$ cat config.mk
export PLATFORM = sky130hd
export DESIGN_NAME = ham_max_engine
export DESIGN_NICKNAME = d
export VERILOG_FILES = /design/src/rtl/ham_max_pkg.sv /design/src/rtl/ham_dist8.sv /design/src/rtl/ham_max_engine.sv
export SDC_FILE = /design/constraint.sdc
export NUM_CORES = 1
export LEC_CHECK = 0
export ABC_AREA = 1
export BUFFER_PORTS_ARGS = -buffer_cell sky130_fd_sc_hd__buf_2
export CAP_MARGIN = 40
export CORE_MARGIN = 2
export CORE_UTILIZATION = 50
export DETAILED_ROUTE_END_ITERATION = 16
export GPL_ROUTABILITY_DRIVEN = 0
export PLACE_DENSITY_LB_ADDON = 0.3
export SLEW_MARGIN = 10
export SYNTH_ARGS = -nofsm -noshare
export SYNTH_HDL_FRONTEND = slang
export SYNTH_SLANG_ARGS = --single-unit
$ cat constraint.sdc
create_clock -name CLK -period 6.85 [get_ports CLK]
set_clock_uncertainty 0.1 [all_clocks]
set_input_delay 0.685 -clock CLK [delete_from_list [all_inputs] [get_ports CLK]]
set_output_delay 0.685 -clock CLK [all_outputs]
set_load 0.05 [all_outputs]
$ cat src/rtl/ham_max_pkg.sv
// Shared types and helpers for the maximum pairwise Hamming distance engine.
package ham_max_pkg;

  localparam int HAM_W = 4;

  typedef enum logic [2:0] {IDLE, LOAD, SCAN, WRITE, DONE} state_t;

  function automatic logic [HAM_W-1:0] popcount8(input logic [7:0] v);
    logic [HAM_W-1:0] n;
    n = '0;
    for (int k = 0; k < 8; k++) n = n + HAM_W'(v[k]);
    return n;
  endfunction

endpackage

$ cat src/rtl/ham_dist8.sv
// Combinational Hamming distance between two bytes.
module ham_dist8
  import ham_max_pkg::*;
(
  input  logic [7:0]       a,
  input  logic [7:0]       b,
  output logic [HAM_W-1:0] d
);

  assign d = popcount8(a ^ b);

endmodule

$ cat src/rtl/ham_max_engine.sv
// Loads COUNT operand bytes, scans every unordered pair for the largest
// Hamming distance, writes it to RESULT_ADDR and halts.
module ham_max_engine
  import ham_max_pkg::*;
#(
  parameter logic [7:0] BASE        = 8'd128,
  parameter int         COUNT       = 20,
  parameter logic [7:0] RESULT_ADDR = 8'd127
) (
  input  logic             CLK,
  input  logic             Reset_n,
  input  logic             start,
  output logic [7:0]       mem_addr,
  input  logic [7:0]       mem_rd_data,
  output logic             mem_wr_en,
  output logic [7:0]       mem_wr_data,
  output logic             busy,
  output logic             Halt,
  output logic [HAM_W-1:0] ham_max,
  output logic [7:0]       idx_i,
  output logic [7:0]       idx_j
);

  localparam logic [5:0] LD_END = 6'(COUNT);
  localparam logic [4:0] LAST_I = 5'(COUNT - 2);
  localparam logic [4:0] LAST_J = 5'(COUNT - 1);

  state_t           state;
  logic [7:0]       buf_q [COUNT];
  logic [5:0]       ld_cnt;
  logic [5:0]       ld_nxt;
  logic [4:0]       i_q, j_q;
  logic [HAM_W-1:0] d;
  logic [HAM_W-1:0] max_nxt;
  logic             hit;

  ham_dist8 u_dist (
    .a (buf_q[i_q]),
    .b (buf_q[j_q]),
    .d (d)
  );

  // Strict compare: a tie never displaces the earlier pair.
  assign hit     = d > ham_max;
  assign max_nxt = hit ? d : ham_max;
  assign ld_nxt  = ld_cnt + 6'd1;

  // NOTE: the operand buffer is plain storage that is always fully reloaded
  // before use, so it has no reset and stays out of the async-reset block.
  always_ff @(posedge CLK) begin
    if (state == LOAD && ld_cnt != 6'd0) buf_q[5'(ld_cnt - 6'd1)] <= mem_rd_data;
  end

  // NOTE: all state updates use non-blocking assignments so every register
  // sees the pre-edge values regardless of statement order.
  always_ff @(posedge CLK or negedge Reset_n) begin
    if (!Reset_n) begin
      state       <= IDLE;
      busy        <= 1'b0;
      Halt        <= 1'b0;
      mem_wr_en   <= 1'b0;
      mem_addr    <= 8'd0;
      mem_wr_data <= 8'd0;
      ham_max     <= '0;
      idx_i       <= 8'd0;
      idx_j       <= 8'd0;
      ld_cnt      <= 6'd0;
      i_q         <= 5'd0;
      j_q         <= 5'd0;
    end else begin
      case (state)
        IDLE, DONE: begin
          if (start) begin
            state    <= LOAD;
            busy     <= 1'b1;
            Halt     <= 1'b0;
            ham_max  <= '0;
            idx_i    <= BASE;
            idx_j    <= BASE;
            ld_cnt   <= 6'd0;
            mem_addr <= BASE;
          end
        end
        LOAD: begin
          // ld_cnt is the index on the bus; its read data lands one cycle later.
          ld_cnt   <= ld_nxt;
          mem_addr <= (ld_nxt < LD_END) ? BASE + 8'(ld_nxt) : 8'd0;
          if (ld_cnt == LD_END) begin
            state <= SCAN;
            i_q   <= 5'd0;
            j_q   <= 5'd1;
          end
        end
        SCAN: begin
          if (hit) begin
            ham_max <= d;
            idx_i   <= BASE + 8'(i_q);
            idx_j   <= BASE + 8'(j_q);
          end
          if (j_q == LAST_J) begin
            if (i_q == LAST_I) begin
              state       <= WRITE;
              mem_wr_en   <= 1'b1;
              mem_addr    <= RESULT_ADDR;
              mem_wr_data <= {{(8 - HAM_W){1'b0}}, max_nxt};
            end else begin
              i_q <= i_q + 5'd1;
              j_q <= i_q + 5'd2;
            end
          end else begin
            j_q <= j_q + 5'd1;
          end
        end
        WRITE: begin
          state     <= DONE;
          mem_wr_en <= 1'b0;
          mem_addr  <= 8'd0;
          busy      <= 1'b0;
          Halt      <= 1'b1;
        end
        default: state <= IDLE;
      endcase
    end
  end

endmodule

==> reports/results.txt <==
Fin area: 12650 sq um
Post-synth top cells: nand2_1 (556), nand3_1 (204), edfxtp_1 (160)
Total power: 0.006827 W
CTS clk-pin slew, worst paths: 60 ps
Reg2Reg Depth: 29
Main flop type after synthesis: edfxtp_1
Main combinational cell family by area after synthesis: simple AND/OR/NAND/NOR gates
DRC Markers: 0
RSZ-0062 raised after global routing: no
Hold buffer count at CTS: 0
Resize count post-CTS: 0
Clock Tree Buf Depth: 3
Die X: 154.9 um
Cells after synthesis: 1385
Slew margin rel.: 0.4098
Pin count of the biggest net entering global routing: 90
Run status: finished, final reports clean
DRT Pass-1 Iters: 8
Die area: 23990 sq um
Worst Path Arrival: 6380 ps
Die Y: 154.9 um
Area delta synth->final: 11.08%
Minimum clock period: 6021 ps
Final Setup Violations: 0
MaxCap Viol Count: 0
Setup CP Type: register to register
Period utilisation layout: 0.8790
Final HPWL DP: 19950 um
Nets: 1443
Via count: 9456
Number of synthesized flops with an enable pin: 160
Yosys warning count: 0
Seq/Total Area, Yosys: 0.5297
R2R setup slack: 830 ps
Synthesized area: 11380 sq um
Worst-Skew Late Latency: 530 ps
Critical Path Source Type: register
WP data required: 7210 ps
CP max-delay cell: dfrtp_2
Fin. Hold Viols: 0
CTS root buf: clkbuf_16
P_leak: 5.838 nW
Area after DPL: 11820 sq um
Worst VDD drop: 0.5728 mV
Synth top area share: 0.4220
R2R Path End: idx_j[1]
Initial antenna violation count: 0
Number of fillers in the final layout: 1997
Starting DRT DRC Count: 1064
Final WL: 30350 um
Vias in the first global route: 8808
CTS sink cnt: 209
Xor/xnor share of the synthesized area: 0.007693
Core ar.: 22500 sq um
Max-slew violation count: 0
Initial core utilization: 0.5059
Adder-cell share of the synthesized area: 0.02572
CP max stage delay: 550 ps
FMAX: 0.1661 GHz
Async SR Flop Fraction: 0.2344
Synth Register Bits: 209
Count of input and output buffers: 41
Launching point of the worst reg2reg path: i_q[0]
Largest area contributor in the netlist: edfxtp_1
Worst Path Max Fanout: 89
Worst min-delay path class: input port to async pin
Cts bufs inserted: 24
Post-synthesis mux area share: 0
Global Route Usage Sum: 0.2549
Row cnt: 55
Diode count: 0
Post-Syn Area per Cell: 8.220 sq um
CP dominant cell by count: nand2_1
CTS H-tree lvls: 1
Crit. Startpoint: i_q[0]
Worst-Margin Slew: 882.1 ps
Share of cells above drive strength 1: 0.09594
Setup bufs post-CTS: 0
Compound-gate portion of the synthesized area: 0.05297
Area taken by multi-input logic gates: 4492 sq um
Most numerous cell in the Yosys netlist: nand2_1
First-pass GRT wire length: 47700 um
Congestion Overflow GR: 0
Synth top area cells: edfxtp_1 (42%), nand2_1 (18%), dfrtp_1 (11%)
Power Density: 539.9 nW/um^2
Vias/cell: 5.520
Top Ports: 50
Total negative slack: 0 ps
Setup crit end kind: register
Drt wl/cell: 17.72 um
Simple-gate share of the synthesized area: 0.3055
CTS tree: done
FF/Latch Area: 6033 sq um
Synth cell types: 39
Worst setup endpoint: idx_j[1]
Post-route ant nets: 0
## through the flow
| step | worst slack (ps) | instances | util | hold slack (ps) |
|---|---|---|---|---|
| 6_report | 828.7 | 1713 | 0.5620 | 162.2 |
| 5_1_grt | 388.0 | 1713 | 0.5620 | 214.3 |
| 4_1_cts | 871.0 | 1713 | 0.5620 | 172.7 |
| 3_5_place_dp | 892.5 | 1670 | 0.5253 | 356.0 |
| 3_3_place_gp | 1002 | 1667 | 0.5243 | 351.3 |
| 2_1_floorplan | 1891 | 1392 | - | 289.4 |
## registers in the layout (all words and copies together), names as in the netlist, 3 cells and up
name	cells
j_q	5
mem_addr	8
mem_wr_data	4
idx_j	6
ham_max	4
i_q	5
ld_cnt	6
state	3
idx_i	5
buf_q	160
## cells in the final DEF, fill, tap and decap left out, drive strengths merged, types with 8 or more instances in the layout
cell	instances
conb	8
nand3	206
o211ai	16
xor2	9
clkbuf	34
a21oi	22
clkinv	8
nor2	56
nand2	562
edfxtp	160
ha	17
buf	68
dfrtp	49
o21ai	42
inv	134
## how the worst min path moves through the flow
stage	slack, ps	to	from
3_5_place_dp	360	mem_addr[5]	mem_addr[5]
6_report	160	ld_cnt[3]	Reset_n
4_1_cts	170	state[0]	Reset_n
2_1_floorplan	290	Halt	Reset_n
3_3_place_gp	350	idx_i[3]	idx_i[3]
5_1_grt	210	ld_cnt[2]	Reset_n
## power by group
part           total (W)  switching (W)  internal [W]
sequential       0.00154      0.0000789       0.00147
combinational    0.00396        0.00273       0.00123
clock            0.00132       0.000517      0.000808
## critical path: cells and delay by family, from the launching register on
family                   cells  cell delay (ps)
adder cells (fa/ha/maj)      6             2470
AND/OR/NAND/NOR             14             1590
buffers and inverters        7              970
flip-flops                   1              550
AO/OA/AOI/OAI                2              250
## final cells by class
| type | instances | share of cell area |
|---|---|---|
| timing repair buffer | 68 | 0.03423 |
| tap | 285 | 0.02820 |
| clock buffer | 34 | 0.05709 |
| clock inverter | 9 | 0.008113 |
| multi-input combinational | 973 | 0.3552 |
| inverter | 135 | 0.04007 |
| sequential | 209 | 0.4771 |
## cells by family after synthesis
kind of cell	Yosys count
compound gates	99
xor+xnor	10
fa+ha+maj	21
buf+inv	210
flops	209
other cells	1
simple gates	835
## layer usage
metal	GRT usage	vias up	routed length, um
met5	0	-	0
met4	0.07716	0	921
met3	0.04123	67	2676
met2	0.4061	419	13870
met1	0.3620	4419	12880
li1	-	4551	-
Power figures use the tool's default switching activity.
